==> config.mk <==
export PLATFORM = sky130hd
export DESIGN_NAME = pixel_write_sched
export DESIGN_NICKNAME = d
export VERILOG_FILES = /design/src/rtl/pixel_pkg.sv /design/src/rtl/brush_scan.sv /design/src/rtl/pixel_write_sched.sv
export SDC_FILE = /design/constraint.sdc
export NUM_CORES = 1
export LEC_CHECK = 0
export CORE_AREA = 2 2 89 91
export CTS_CLUSTER_DIAMETER = 40
export DETAILED_ROUTE_END_ITERATION = 8
export DIE_AREA = 0 0 91 93
export PLACE_DENSITY_LB_ADDON = 0.05
export SYNTH_ARGS = -nofsm -noshare
export SYNTH_HDL_FRONTEND = slang
export SYNTH_SLANG_ARGS = --single-unit
==> constraint.sdc <==
create_clock -name clk_i -period 3 [get_ports clk_i]
set_clock_uncertainty 0.05 [all_clocks]
set_input_delay 0.75 -clock clk_i [delete_from_list [all_inputs] [get_ports clk_i]]
set_output_delay 0.75 -clock clk_i [all_outputs]
set_load 0.02 [all_outputs]
==> src/rtl/pixel_pkg.sv <==
// Shared types and constants for the pixel frame-buffer write path.
package pixel_pkg;

  localparam int COORD_W = 7;
  localparam int OFF_W   = 5;

  typedef logic [2:0] color_t;

  localparam color_t ERASE = 3'b000;
  localparam color_t RED   = 3'b100;
  localparam color_t GREEN = 3'b010;
  localparam color_t BLUE  = 3'b001;
  localparam color_t WHITE = 3'b111;

  typedef enum logic [1:0] {
    IDLE  = 2'd0,
    BRUSH = 2'd1,
    CLEAR = 2'd2
  } sched_state_t;

endpackage

==> src/rtl/brush_scan.sv <==
// Row-major dx/dy offset walker for one BRUSH_SIZE x BRUSH_SIZE stamp.
// dx_o/dy_o give the offset of the slot to be issued at the next clock edge.
module brush_scan
  import pixel_pkg::*;
#(
  parameter int BRUSH_SIZE = 3
) (
  input  logic                    clk_i,
  input  logic                    rst_ni,
  input  logic                    start_i,
  input  logic                    step_i,
  output logic signed [OFF_W-1:0] dx_o,
  output logic signed [OFF_W-1:0] dy_o,
  output logic                    last_o
);

  localparam logic signed [OFF_W-1:0] POS_R = OFF_W'(BRUSH_SIZE / 2);
  localparam logic signed [OFF_W-1:0] NEG_R = -POS_R;
  localparam logic signed [OFF_W-1:0] ONE   = OFF_W'(1);

  logic signed [OFF_W-1:0] dx_q, dx_d;
  logic signed [OFF_W-1:0] dy_q, dy_d;

  always_comb begin
    dx_d = dx_q + ONE;
    dy_d = dy_q;
    if (start_i) begin
      dx_d = NEG_R;
      dy_d = NEG_R;
    end else if (dx_q == POS_R) begin
      dx_d = NEG_R;
      dy_d = dy_q + ONE;
    end
  end

  always_ff @(posedge clk_i or negedge rst_ni) begin
    if (!rst_ni) begin
      dx_q <= NEG_R;
      dy_q <= NEG_R;
    end else if (start_i || step_i) begin
      dx_q <= dx_d;
      dy_q <= dy_d;
    end
  end

  assign dx_o   = dx_d;
  assign dy_o   = dy_d;
  assign last_o = (dx_q == POS_R) && (dy_q == POS_R);

endmodule

==> src/rtl/pixel_write_sched.sv <==
// Frame-buffer write scheduler: clipped brush stamps (one write/cycle, first write the cycle after accept)
// and, with PIXEL_CLEAR_EN defined, a full-screen clear sweep; req_ready is low while a stroke/clear runs.
module pixel_write_sched #(
  parameter int COORD_W    = pixel_pkg::COORD_W,
  parameter int BRUSH_SIZE = 3
) (
  input  logic                   clk_i,
  input  logic                   rst_ni,
  input  logic                   req_valid_i,
  output logic                   req_ready_o,
  input  logic [COORD_W:0]       wx_i,
  input  logic [COORD_W:0]       wy_i,
  input  logic [2:0]             new_color_i,
  input  logic                   clear_req_i,
  output logic                   wr_en_o,
  output logic [2*COORD_W-1:0]   wr_addr_o,
  output logic [2:0]             wr_color_o,
  output logic                   busy_o,
  output logic                   clear_done_o
);

  import pixel_pkg::*;

  localparam int AW = 2 * COORD_W;
  localparam int XW = COORD_W + 3;

  sched_state_t state_q, state_d;
  logic [COORD_W:0] cx_q, cx_d, cy_q, cy_d;
  color_t           col_q, col_d;
  color_t           wr_color_q, wr_color_d;
  logic [AW-1:0]    wr_addr_q, wr_addr_d;
  logic             ready_q, ready_d;
  logic             wr_en_q, wr_en_d;
  logic             busy_q, busy_d;

  logic                    scan_start, scan_step, scan_last;
  logic signed [OFF_W-1:0] scan_dx, scan_dy;
  logic [COORD_W:0]        cen_x, cen_y;
  logic signed [XW-1:0]    px, py;
  logic                    slot_in;
  logic [AW-1:0]           slot_addr;
  logic                    clr_go;

  brush_scan #(.BRUSH_SIZE(BRUSH_SIZE)) u_scan (
    .clk_i   (clk_i),
    .rst_ni  (rst_ni),
    .start_i (scan_start),
    .step_i  (scan_step),
    .dx_o    (scan_dx),
    .dy_o    (scan_dy),
    .last_o  (scan_last)
  );

`ifdef PIXEL_CLEAR_EN
  logic          pend_q, pend_d;
  logic          done_q, done_d;
  logic [AW-1:0] clr_next;

  assign clr_go   = (state_q == IDLE) && (clear_req_i || pend_q);
  assign clr_next = wr_addr_q + AW'(1);
  // Pending only latches during a stroke; clear requests in CLEAR are dropped.
  assign pend_d   = (state_q == BRUSH) && (pend_q || clear_req_i);
  assign done_d   = (state_q == CLEAR) && (clr_next == '0);

  always_ff @(posedge clk_i or negedge rst_ni) begin
    if (!rst_ni) begin
      pend_q <= 1'b0;
      done_q <= 1'b0;
    end else begin
      pend_q <= pend_d;
      done_q <= done_d;
    end
  end

  assign clear_done_o = done_q;
`else
  logic unused_clear_req;
  assign unused_clear_req = clear_req_i;
  assign clr_go           = 1'b0;
  assign clear_done_o     = 1'b0;
`endif

  assign scan_start = (state_q == IDLE) && !clr_go && req_valid_i && ready_q;
  assign scan_step  = (state_q == BRUSH) && !scan_last;

  // On the accept cycle the slot is built straight from the request inputs.
  assign cen_x     = scan_start ? wx_i : cx_q;
  assign cen_y     = scan_start ? wy_i : cy_q;
  assign px        = $signed(XW'(cen_x)) + XW'(scan_dx);
  assign py        = $signed(XW'(cen_y)) + XW'(scan_dy);
  assign slot_in   = (px[XW-1:COORD_W] == '0) && (py[XW-1:COORD_W] == '0);
  assign slot_addr = {py[COORD_W-1:0], px[COORD_W-1:0]};

  always_comb begin
    state_d    = state_q;
    cx_d       = cx_q;
    cy_d       = cy_q;
    col_d      = col_q;
    ready_d    = ready_q;
    wr_en_d    = wr_en_q;
    wr_addr_d  = wr_addr_q;
    wr_color_d = wr_color_q;
    busy_d     = busy_q;
    case (state_q)
      IDLE: begin
        if (clr_go) begin
          state_d    = CLEAR;
          ready_d    = 1'b0;
          busy_d     = 1'b1;
          wr_en_d    = 1'b1;
          wr_addr_d  = '0;
          wr_color_d = ERASE;
        end else if (scan_start) begin
          state_d    = BRUSH;
          cx_d       = wx_i;
          cy_d       = wy_i;
          col_d      = new_color_i;
          ready_d    = 1'b0;
          busy_d     = 1'b1;
          wr_en_d    = slot_in;
          wr_addr_d  = slot_addr;
          wr_color_d = new_color_i;
        end
      end
      BRUSH: begin
        if (scan_last) begin
          state_d = IDLE;
          ready_d = 1'b1;
          busy_d  = 1'b0;
          wr_en_d = 1'b0;
        end else begin
          wr_en_d    = slot_in;
          wr_addr_d  = slot_addr;
          wr_color_d = col_q;
        end
      end
`ifdef PIXEL_CLEAR_EN
      CLEAR: begin
        wr_addr_d = clr_next;
        if (done_d) begin
          state_d = IDLE;
          ready_d = 1'b1;
          busy_d  = 1'b0;
          wr_en_d = 1'b0;
        end
      end
`endif
      default: state_d = IDLE;
    endcase
  end

  always_ff @(posedge clk_i or negedge rst_ni) begin
    if (!rst_ni) begin
      state_q    <= IDLE;
      cx_q       <= '0;
      cy_q       <= '0;
      col_q      <= ERASE;
      ready_q    <= 1'b1;
      wr_en_q    <= 1'b0;
      wr_addr_q  <= '0;
      wr_color_q <= ERASE;
      busy_q     <= 1'b0;
    end else begin
      state_q    <= state_d;
      cx_q       <= cx_d;
      cy_q       <= cy_d;
      col_q      <= col_d;
      ready_q    <= ready_d;
      wr_en_q    <= wr_en_d;
      wr_addr_q  <= wr_addr_d;
      wr_color_q <= wr_color_d;
      busy_q     <= busy_d;
    end
  end

  assign req_ready_o = ready_q;
  assign wr_en_o     = wr_en_q;
  assign wr_addr_o   = wr_addr_q;
  assign wr_color_o  = wr_color_q;
  assign busy_o      = busy_q;

endmodule

== Word level (Yosys, flattened, before mapping) ==
Index checks and enable logic that the tools add are counted.
Word-level totals
  input bits: 23
  word-level logic and storage cells: 61
  bits in registers: 51
  output and inout port bits: 21
Cells by class
  add/sub/neg operators: 4
  reduce and logical (&&, ||, !) cells: 16
  muxes and demuxes: 24
  equality and inequality tests: 6
Operator list (number)
  2-to-1 mux 14 bit: 2
  one-hot mux 14 bit (2 select lines): 1
  adder 9 x 5 -> 10 bit: 2
  2-to-1 mux 5 bit: 4
  2-to-1 mux 8 bit: 2
  adder 5 x 2 -> 5 bit, second input constant: 2
  equality test 5 x 2 -> 1 bit, second input constant: 2
  logical NOT 3 bit: 2
  2-to-1 mux 1 bit: 6
  2-to-1 mux 3 bit: 2
  one-hot mux 1 bit (2 select lines): 3
  one-hot mux 3 bit (2 select lines): 1
  AND reduction 2 bit: 3
  AND reduction 3 bit: 2
  logical AND 1 bit: 5
  2-to-1 mux 2 bit: 2
  inequality test 2 bit, second input constant: 2
  one-hot mux 2 bit (2 select lines): 1
  equality test 2 x 1 -> 1 bit, second input constant: 1
  logical NOT 2 bit: 1
  inequality test 2 x 1 -> 1 bit, second input constant: 1
  nonzero test 2 bit: 1
  logical NOT 1 bit: 1
  logical OR 1 bit: 1

== Longest topological paths before layout ==
Gate-level depths: netlist of run 1.
  depth in word-level cells: 9
  gate-level depth with buffers: 15
  depth with buffers taken out: 14

== By module ==
A second synthesis of run 1 with hierarchy kept.
Unflattened totals
  cells, all modules: 347
  area, all modules: 3119.2 um2
Modules (own cells, without submodules)
  pixel_write_sched: times used 1, area an instance 2322.2 um2, cells each 258, sequential area each 977.2 um2
  brush_scan: times used 1, area an instance 797.0 um2, cells each 89, sequential area each 262.8 um2

== Worst setup path after synthesis of run 1 ==
Ideal clock, no wire load.
  kind: in2reg
  from: in req_valid_i
  to: reg wr_en_q (netlist: wr_en_o)
  arrival time: 2973 ps
  buffers on the path: 2
  cell stages on the path: 14
  setup slack: -117 ps
  data required time: 2856 ps
  library setup time: 94 ps
  cell sequence: and3b_1 -> clkbuf_1 -> clkbuf_1 -> nand2_1 -> nand2_1 -> ha_1 -> inv_1 -> fa_1 -> nor2b_1 -> o31a_1 -> o21ai_0 -> nor2_1 -> o21ai_0 -> a221oi_2
On the way
  word-level cells in the longest chain between the ends: 8
  elaborated cells between the ends (all ways): 16
  classes of those cells: 2 x add/sub; 1 x eq/ne; 7 x mux; 6 x reduce/logical
RTL lines
  start, declared: line pixel_write_sched.sv:9  | input logic req_valid_i,
  logical AND 1 bit * (2 in a row): line pixel_write_sched.sv:83  | assign scan_start = (state_q == IDLE) && !clr_go && req_valid_i && ready_q;
  2-to-1 mux 8 bit *
  named net cen_x[0]: line pixel_write_sched.sv:38  | logic [COORD_W:0] cen_x, cen_y;
  adder 9 x 5 -> 10 bit *: line pixel_write_sched.sv:89  | assign px = $signed(XW'(cen_x)) + XW'(scan_dx);
  logical NOT 3 bit *: line pixel_write_sched.sv:91  | assign slot_in = (px[XW-1:COORD_W] == '0) && (py[XW-1:COORD_W] == '0);
  logical AND 1 bit *: line pixel_write_sched.sv:91
  2-to-1 mux 1 bit (on tied branches): line pixel_write_sched.sv:126, pixel_write_sched.sv:113
  one-hot mux 1 bit (2 select lines) *: line pixel_write_sched.sv:104  | case (state_q)
  end signal, assigned: line pixel_write_sched.sv:169  | wr_en_q <= wr_en_d;
  end, declared: line pixel_write_sched.sv:33  | logic wr_en_q, wr_en_d;
Mark *: on every way through the listed nets, which the timed path passes. The rest lies on a longest branch. The select of a mux whose other input is x is not followed.
A chain may end at the register's enable or synchronous reset.

== Worst setup path after layout of run 1 ==
  from: reg u_scan.dx_q[1]
  to: reg wr_en_q (netlist: wr_en_o)
On the way
  word-level cells in the longest chain between the ends: 8
  elaborated cells between the ends (all ways): 15
  classes of those cells: 3 x add/sub; 1 x eq/ne; 7 x mux; 4 x reduce/logical
RTL lines
  start, declared: line brush_scan.sv:21  | logic signed [OFF_W-1:0] dx_q, dx_d;
  start signal, assigned: line brush_scan.sv:38  | dx_q <= NEG_R;
  start signal, assigned: line brush_scan.sv:41  | dx_q <= dx_d;
  equality test 5 x 2 -> 1 bit *: line brush_scan.sv:30  | end else if (dx_q == POS_R) begin
  2-to-1 mux 5 bit *: line brush_scan.sv:30
  2-to-1 mux 5 bit *: line brush_scan.sv:27  | if (start_i) begin
  named net scan_dy[2]: line pixel_write_sched.sv:37  | logic signed [OFF_W-1:0] scan_dx, scan_dy;
  adder 9 x 5 -> 10 bit *: line pixel_write_sched.sv:90  | assign py = $signed(XW'(cen_y)) + XW'(scan_dy);
  logical NOT 3 bit *: line pixel_write_sched.sv:91
  logical AND 1 bit *: line pixel_write_sched.sv:91
  2-to-1 mux 1 bit (on tied branches): line pixel_write_sched.sv:126, pixel_write_sched.sv:113
  one-hot mux 1 bit (2 select lines) *: line pixel_write_sched.sv:104
Marked as above.

==> results.md, run 1 <==
- Status: finished with violations
- Failing checks: setup timing
- Overall power: 0.00449 W
- Port buffer count: 41
- CTS tree: done
- Core Area: 7530 um^2
- Ant diodes: 0
- Synth Flop Type: dfrtp_1
- Synth-to-Final Area Change: 47.2%
- Max IR drop VDD: 0.449 mV
- Number of synthesized flops with an enable pin: 0
- Final ANT Viol Nets: 0
- Synth async-reset ratio: 100%
- Required time worst endpoint: 3.17 ns
- Fin. max-slew vios: 0
- Post-synth cell types: 45
- IO Pins: 44
- Hold_buf cts: 0
- WL/cell: 13.1 um
- GR Util All Layers: 18.6%
- H-tree depth: 2
- Residual DRC: 0
- Layout cells sized above 1: 29.1%
- Detailed Place HPWL: 5.13 mm
- Initial antenna violation count: 0
- Max Cap Violations: 0
- CP Launch Type: register
- Mapped Cells: 336
- Final setup vio count: 1
- Clk Latency, worst-skew pair: 0.31 ns
- Final hold violation count: 0
- Die X: 91 um
- Global-route wire length before repair: 12.6 mm
- CTS root buf: clkbuf_8
- Share of the synthesized area in the top cell type: 32.4%
- Hold Crit Class: input pin to async pin
- Synth top cells by count: nand2_1, dfrtp_1, o21ai_0
- DRT iter0 DRCs: 101
- Dpl ws: -0.570 ns
- Filler cell count: 733
- Initial Utilization: 38.9%
- WL final: 7.19 mm
- RSZ-0062 raised after global routing: yes
- CP max FO: 5
- DIE AREA: 8460 um^2
- FP Rows: 32
- GRT overflow: 0
- Cell area after synthesis: 2930 um^2
- Leakage: 2.06 nW
- Sink Count: 49
- Drt pass-1 iters: 4
- Syn Area/Cell: 8.72 um^2
- Critical path arrival: 3.21 ns
- Clock transition at path regs: 0.10 ns
- Layout Nets: 493
- #FFs+latches synth: 49
- Worst Setup Path Type: register to register
- Most numerous cell in the Yosys netlist: nand2_1
- PwrDens: 1040 nW/um^2
- Vias post-DR: 2614
- FMAX: 329 MHz
- Largest net degree at the start of global routing: 50
- Critical Path Sink Type: register
- Syn_nets: 383
- Yosys warning count: 0
- CTS Buf Count: 5
- Min Tclk post-route: 3.04 ns
- Crit path from: u_scan.dx_q[1]$_DFFE_PN1P_
- Chip height: 93 um
- Maximum root-to-sink buffer count: 2
- Setup ws final: -0.0374 ns
- Final Cycle Share: 101%
- Register area share after synthesis: 42.3%
- Largest cells by area after synthesis: dfrtp_1, nand2_1, dfstp_2, ha_1, o21ai_0
- Via density per instance: 4.76
- Synth area leader: dfrtp_1
- Number of global-route vias before repair: 2676
- Reg-to-Reg Start: u_scan.dx_q[1]$_DFFE_PN1P_
- Placer Congestion: 0.857
- Final hold slack: 0.355 ns
==> critical path: stages, from the launching register on <==
cell       delay, ns
dfstp_2         0.55
inv_2           0.05
ha_4            0.16
nor4b_4         0.12
buf_4           0.15
buf_12          0.12
nand2_1         0.07
xor2_1          0.22
nand2_1         0.13
ha_4            0.26
nor2b_2         0.16
o2111ai_2       0.21
a31oi_2         0.14
nor3_1          0.19
mux2i_1         0.13
a221oi_2        0.24
==> power by group <==
part	internal [W]	switching [W]	leakage [nW]
sequential	0.000986	0.000184	0.579
clock	0.000250	0.000244	0.0543
combinational	0.00149	0.00133	1.43
total	0.00273	0.00176	2.06
==> through the flow <==
stage,setup TNS (ns),util (%),cell area (um^2),std cells
after floorplan,0,-,2940,336
after global placement,-2.14,52.3,3940,533
after detailed placement,-2.42,52.3,3940,533
after CTS,-0.00794,57.0,4290,549
after global routing,-0.258,57.3,4320,549
final,-0.0374,57.3,4320,549
==> worst paths after layout <==
check | end | slack, ns | cells after the start
worst max register to register | wr_en_o$_DFFE_PN0P_ | -0.04 | 15
min in group clk_i | cy_q[7]$_DFFE_PN0N_ | 0.43 | 2
worst min-delay path | cx_q[3]$_DFFE_PN0N_ | 0.36 | 2
max in group asynchronous | u_scan.dx_q[3]$_DFFE_PN1P_ | 2.24 | 2
worst min register to register | cy_q[7]$_DFFE_PN0N_ | 0.43 | 2
worst max-delay path | wr_en_o$_DFFE_PN0P_ | -0.04 | 15
==> registers in the layout, indices dropped and copies added (netlist names) <==
signal / flops
wr_en_o: 1
req_ready_o: 1
cy_q: 8
cx_q: 8
u_scan.dy_q: 5
wr_color_o: 3
busy_o: 1
col_q: 3
u_scan.dx_q: 5
wr_addr_o: 14
==> kinds of logic (layout without fill, tap and decap cells) <==
group	count (synthesis)	after routing	share of synthesized area [%]
AND/OR/NAND/NOR	156	156	23.0
AO/OA/AOI/OAI	58	58	11.9
flip-flops	49	49	42.3
buffers and inverters	25	136	3.93
adder cells (fa/ha/maj)	24	24	10.8
XOR/XNOR	16	16	4.78
multiplexers	7	7	3.16
other	1	1	0.128
==> layout make-up <==
class                   count  area (um^2)  area share, %
multi-input cells         262         1740           40.4
flip-flops and latches     49         1240           28.7
repair buffers            116         1040           24.2
well taps                 102          128           2.96
clock buffers               5         68.8           1.59
clock inverters             3         46.3           1.07
inverters                  12         45.0           1.04
==> timing repair <==
| item | 4_1_cts | 5_1_grt |
|---|---|---|
| resized for setup | 33 | 6 |
| endpoints found under the setup margin | 4 | 3 |
| setup buffers | 7 | 0 |
| pin swaps | 19 | 10 |
| cloned | 1 | 0 |
==> placed cells by master (no fill, tap or decap), types with 3 or more instances in the layout <==
master,Yosys,final
nand2_2,0,3
clkbuf_8,0,5
o211ai_1,4,4
xor2_1,8,8
buf_12,0,4
nor2_1,16,15
inv_1,11,9
clkdlybuf4s50_1,0,39
inv_2,1,3
o21ai_0,26,21
xnor2_1,8,7
nand2_1,117,114
dfstp_2,11,11
ha_1,22,14
mux2i_1,4,4
a21oi_1,10,8
nand2b_1,3,3
buf_4,2,68
ha_4,0,7
a31oi_1,7,6
o21ai_1,0,5
dfrtp_1,38,38
==> layer usage <==
layer | vias to the layer above | share of wire [%] | track usage, %
li1 | 1337 | - | -
met4 | 0 | 1.1 | 4.67
met2 | 25 | 47 | 32.0
met5 | - | 0 | 0
met1 | 1246 | 50 | 25.0
met3 | 6 | 2.0 | 2.50
Power figures use the tool's default switching activity.
==> run 2: changes to the inputs <==
--- a/config.mk
+++ b/config.mk
@@ -5,10 +5,11 @@
 export SDC_FILE = /design/constraint.sdc
 export NUM_CORES = 1
 export LEC_CHECK = 0
-export CORE_AREA = 2 2 89 91
+export CORE_AREA = 2 2 125 66
 export CTS_CLUSTER_DIAMETER = 40
+export CTS_CLUSTER_SIZE = 12
 export DETAILED_ROUTE_END_ITERATION = 8
-export DIE_AREA = 0 0 91 93
+export DIE_AREA = 0 0 127 68
 export PLACE_DENSITY_LB_ADDON = 0.05
 export SYNTH_ARGS = -nofsm -noshare
 export SYNTH_HDL_FRONTEND = slang
==> run 2 against run 1 <==
  * The run now ends clean
  * Critical path depth rose by 1
  * Sequential cell count unchanged
  * Global-route usage decreased by 0.16 points
  * Critical path type unchanged
==> results.md, run 2 (same netlist as run 1, synthesis figures left out) <==
- Most frequent cells in the layout: nand2_1, buf_4, clkdlybuf4s50_1
- Final Cycle Share: 97.3%
- Clock share of power: 13.0%
- Largest net degree at the start of global routing: 50
- Required time worst endpoint: 3.15 ns
- Sequential share of power: 25.2%
- Detailed Place HPWL: 5.30 mm
- Number of global-route vias before repair: 2422
- Comb pwr share: 61.8%
- Vias post-DR: 2562
- Critical path arrival: 3.07 ns
- H-tree depth: 2
- Worst path max stage delay: 0.54 ns
- CP Launch Type: register
- Critical Path Sink Type: register
- Layout cells sized above 1: 29.4%
- Die X: 127 um
- Sink Count: 49
- Worst Setup Path Type: register to register
- IO Pins: 44
- CTS Buf Count: 5
- Overall power: 0.00462 W
- Port buffer count: 41
- Synth-to-Final Area Change: 46.0%
- DRT iter0 DRCs: 105
- Hold_buf cts: 0
- Setup ws final: 0.0823 ns
- Total negative setup slack: 0 ns
- PwrDens: 1080 nW/um^2
- CP max FO: 7
- Status: finished, final reports clean
- Initial antenna violation count: 0
- Layout Nets: 485
- Final ANT Viol Nets: 0
- Chip height: 68 um
- Placer Congestion: 0.844
- WL/cell: 14.1 um
- Leading cell type in the layout, fill and taps excluded: nand2_1
- Storage cell area: 1240 um^2
- Max reg flops: 14
- CTS root buf: clkbuf_16
- Fin. max-slew vios: 0
- Leakage: 2.04 nW
- Maximum root-to-sink buffer count: 2
- GRT overflow: 0
- Drt pass-1 iters: 4
- Residual DRC: 0
- FP Rows: 23
- Via density per instance: 4.75
- NetSw: 0.00181 W
- Final core area utilization: 55.9%
- Max-slew headroom: 55.6%
- Hold Crit Class: register to register
- Initial Utilization: 38.3%
- Most frequent CP cell: buf_4
- Slowest cell on crit path: dfstp_2
- Final hold violation count: 0
- Worst path cell trace: inv_2 > ha_4 > nor4b_4 > buf_6 > buf_4 > nor2_4 > buf_4 > nand2_1 > ha_4 > buf_4 > o211ai_1 > o211ai_1 > nand3_1 > nor2_1 > o21ai_1 > a221oi_2
- Ant diodes: 0
- WL final: 7.63 mm
- Filler cell count: 694
- Max IR drop VDD: 0.424 mV
- Multi-input logic area: 1760 um^2
- FMAX: 343 MHz
- P_int: 0.00281 W
- CTS tree: done
- Max Cap Violations: 0
- Top delay family on crit path: compound AO/OA/AOI/OAI gates
- Worst slew pin tran: 0.665 ns
- Final setup vio count: 0
- RSZ-0062 raised after global routing: yes
- Core Area: 7650 um^2
- Global-route wire length before repair: 12.2 mm
- Critical path buffers and inverters: 5
- GR Util All Layers: 18.5%
- DIE AREA: 8640 um^2
- Dpl ws: -0.655 ns
- Min Tclk post-route: 2.92 ns
- Clock transition at path regs: 0.07 ns
- Switching share of power: 39.2%
- Clk Latency, worst-skew pair: 0.29 ns
[run 2: cell count changes in the layout (fill, tap and decap cells not counted), sizes merged]
cell / previous run / this run
clkinvlp: 1 / 0
dlygate4sd2: 1 / 0
bufinv: 1 / 0
clkbuf: 5 / 7
clkinv: 1 / 2
buf: 76 / 68
[run 2: path summary, 6_finish.rpt]
| check | start | to | slack (ns) | cells past startpoint |
|---|---|---|---|---|
| setup reg to reg | u_scan.dx_q[1]$_DFFE_PN1P_ | wr_en_o$_DFFE_PN0P_ | 0.08 | 16 |
| hold reg to reg | cy_q[7]$_DFFE_PN0N_ | cy_q[7]$_DFFE_PN0N_ | 0.42 | 2 |
| hold / removal | cy_q[7]$_DFFE_PN0N_ | cy_q[7]$_DFFE_PN0N_ | 0.42 | 2 |
| setup / recovery | u_scan.dx_q[1]$_DFFE_PN1P_ | wr_en_o$_DFFE_PN0P_ | 0.08 | 16 |
| max in group asynchronous | rst_ni | wr_addr_o[2]$_DFFE_PN0P_ | 1.93 | 2 |
| min in group asynchronous | rst_ni | wr_addr_o[6]$_DFFE_PN0P_ | 0.49 | 2 |
[run 2: repair_timing]
action | in CTS | in global routing
gates cloned | 1 | 0
setup endpoints to repair | 6 | 4
setup buffers | 4 | 2
resized for setup | 26 | 22
pin swaps | 13 | 23
[run 2: tightest hold or removal path, cell delays in order, from the launching register on]
cell and delay, ns:
dfrtp_1 0.32, nand2_1 0.06, nand2_1 0.06
[run 2: per-stage QoR]
stage	hold WS, ns	cell area (um^2)	instances
floorplan	0.389	2940	336
global placement	0.401	3850	524
detailed placement	0.407	3850	524
CTS	0.424	4170	537
global route	0.446	4280	539
finish	0.418	4280	539
[run 2: cell type report]
cell class | count | share of cell area (%)
multi-input combinational | 262 | 41.1
sequential | 49 | 29.0
timing repair buffer | 108 | 22.4
clock buffer | 6 | 3.25
tap | 100 | 2.92
inverter | 12 | 1.05
clock inverter | 2 | 0.322
[run 2: layer usage]
layer	track usage, %	vias to the layer above	part of all wire, %	wire (um)
met5	0	-	0	0
met4	1.79	0	0.38	29
met3	4.77	4	4.1	315
met1	28.8	1183	57	4380
met2	26.2	40	38	2900
li1	-	1335	-	-
[run 2: power groups by stage]
| stage | Clock [W] | Combinational [W] | Sequential (W) |
|---|---|---|---|
| after floorplan | 0 | 0.00138 | 0.00129 |
| after detailed placement | 0 | 0.00257 | 0.00116 |
| after global routing | 0.000647 | 0.00318 | 0.00120 |
| after global placement | 0 | 0.00256 | 0.00115 |
| final | 0.000601 | 0.00286 | 0.00116 |
| after CTS | 0.000615 | 0.00271 | 0.00116 |
==> run 3: changes to the inputs <==
--- a/config.mk
+++ b/config.mk
@@ -11,6 +11,7 @@
 export DETAILED_ROUTE_END_ITERATION = 8
 export DIE_AREA = 0 0 127 68
 export PLACE_DENSITY_LB_ADDON = 0.05
+export REMOVE_ABC_BUFFERS = 1
 export SYNTH_ARGS = -nofsm -noshare
 export SYNTH_HDL_FRONTEND = slang
 export SYNTH_SLANG_ARGS = --single-unit
==> run 3 against run 2 <==
  * The flow now finishes with violations (setup timing)
  * Die area is the same
  * Sequential share of layout area shrank 0.25 points
  * Combinational power grew 1%
  * Total power grew 2.4%
  * Highest routed layer unchanged
==> results.md, run 3 (same netlist as run 1, synthesis figures left out) <==
- WL/cell: 13.7 um
- Layout cells sized above 1: 29.7%
- Maximum root-to-sink buffer count: 2
- H-tree depth: 2
- CTS root buf: clkbuf_16
- Final core area utilization: 56.4%
- Required time worst endpoint: 3.15 ns
- IO Pins: 44
- Critical path arrival: 3.17 ns
- Final setup vio count: 1
- Worst path max stage delay: 0.55 ns
- Placer Congestion: 0.842
- Setup ws final: -0.0256 ns
- Initial Utilization: 38.3%
- Ant diodes: 0
- Layout Nets: 490
- Max IR drop VDD: 0.386 mV
- FMAX: 331 MHz
- Number of global-route vias before repair: 2486
- Slowest cell on crit path: dfstp_2
- Final ANT Viol Nets: 0
- FP Rows: 23
- Failing checks: setup timing
- Placed Instances: 526
- Chip height: 68 um
- Detailed Place HPWL: 5.47 mm
- Worst Setup Path Type: register to register
- Via density per instance: 4.69
- RSZ-0062 raised after global routing: yes
- Fin. max-slew vios: 0
- CP max FO: 7
- Synth-to-Final Area Change: 47.2%
- Hold_buf cts: 0
- Largest net degree at the start of global routing: 34
- Die X: 127 um
- DP Area: 3870 um^2
- Hold Crit Class: input pin to async pin
- Status: finished with violations
- Final hold slack: 0.415 ns
- Final hold violation count: 0
- Critical Path Sink Type: register
- Max Cap Violations: 0
- Sink Count: 49
- Leakage: 2.08 nW
- Fin cells: 544
- GR Util All Layers: 18.5%
- Max reg flops: 14
- CP Launch Type: register
- Total negative setup slack: -0.0256 ns
- Residual DRC: 0
- Min Tclk post-route: 3.03 ns
- Drt pass-1 iters: 4
- DRT iter0 DRCs: 98
- CTS tree: done
- DIE AREA: 8640 um^2
- Clk Latency, worst-skew pair: 0.29 ns
- Port buffer count: 41
- WL final: 7.44 mm
- Global-route wire length before repair: 12.2 mm
- Final instance area: 4320 um^2
- Final Cycle Share: 101%
- PwrDens: 1100 nW/um^2
- GRT overflow: 0
- Most frequent cells in the layout: nand2_1, buf_4, clkdlybuf4s50_1
- Initial antenna violation count: 0
- Worst slew pin tran: 0.615 ns
- Core Area: 7650 um^2
- Worst path cell trace: ha_4 > nor4b_4 > buf_6 > xnor2_2 > nand2_1 > ha_2 > inv_2 > fa_2 > nor2b_2 > o2111ai_2 > a31oi_2 > o21a_1 > mux2i_1 > a221oi_2
- CTS Buf Count: 5
- Max-slew headroom: 59.0%
- Clock transition at path regs: 0.07 ns
- Vias post-DR: 2550
- Leading cell type in the layout, fill and taps excluded: nand2_1
run 3: changes by cell type in the layout (fill, tap and decap cells not counted), sizes merged:
| cell | change |
|---|---|
| clkinv | -2 |
| bufinv | +1 |
| clkbuf | +1 |
| buf | +5 |
run 3: metal layers:
layer,GRT usage [%],up-vias,part of all wire (%)
li1,-,1334,-
met1,28.6,1175,58
met2,25.8,37,38
met3,4.53,4,3.2
met4,3.85,0,0.66
met5,0,-,0
run 3: final cells by class:
class	count	area, um^2
Timing Repair Buffer	113	976
Tap cell	100	125
Fill cell	704	3340
Inverter	12	45.0
Clock inverter	1	30.0
Multi-Input combinational cell	262	1760
Clock buffer	7	143
Sequential cell	49	1240
run 3: repair_timing:
action	4_1_cts	5_1_grt
endpoints found under the hold margin	0	0
gates resized for setup	29	25
endpoints found under the setup margin	4	3
buffers inserted	8	4
pin swaps	15	12
run 3: metrics by stage:
stage	setup WS [ns]	total power [W]
after global placement	-0.586	0.00372
after CTS	-0.0281	0.00462
after detailed placement	-0.616	0.00377
final	-0.0256	0.00473
after floorplan	-0.211	0.00267
after global routing	-0.226	0.00514
run 3: final timing paths:
kind,slack (ns),cells after the start,start,end
setup / recovery,-0.03,14,u_scan.dx_q[0]$_DFFE_PN1P_,wr_en_o$_DFFE_PN0P_
hold / removal,0.42,1,rst_ni,cx_q[1]$_DFFE_PN0N_
setup reg to reg,-0.03,14,u_scan.dx_q[0]$_DFFE_PN1P_,wr_en_o$_DFFE_PN0P_
hold reg to reg,0.42,2,cy_q[0]$_DFFE_PN0N_,cy_q[0]$_DFFE_PN0N_
max in group asynchronous,1.85,2,rst_ni,req_ready_o$_DFFE_PN1P_
min in group clk_i,0.42,2,cy_q[0]$_DFFE_PN0N_,cy_q[0]$_DFFE_PN0N_
run 3: where the power goes:
group,internal [W],switching [W],total (W)
combinational,0.00150,0.00139,0.00290
clock,0.000417,0.000251,0.000668
sequential,0.000988,0.000179,0.00117
total,0.00291,0.00182,0.00473
run 3: worst max-delay path: cells and delay by family (launching register included):
family                     cells  cell delay [ns]
buffers and inverters          2             0.22
DFF                            1             0.55
xor gates and xnor gates       1             0.08
AOI/OAI and AO/OA              4             0.80
muxes                          1             0.07
and+or+nand+nor                3             0.43
adders and majority gates      3             0.72
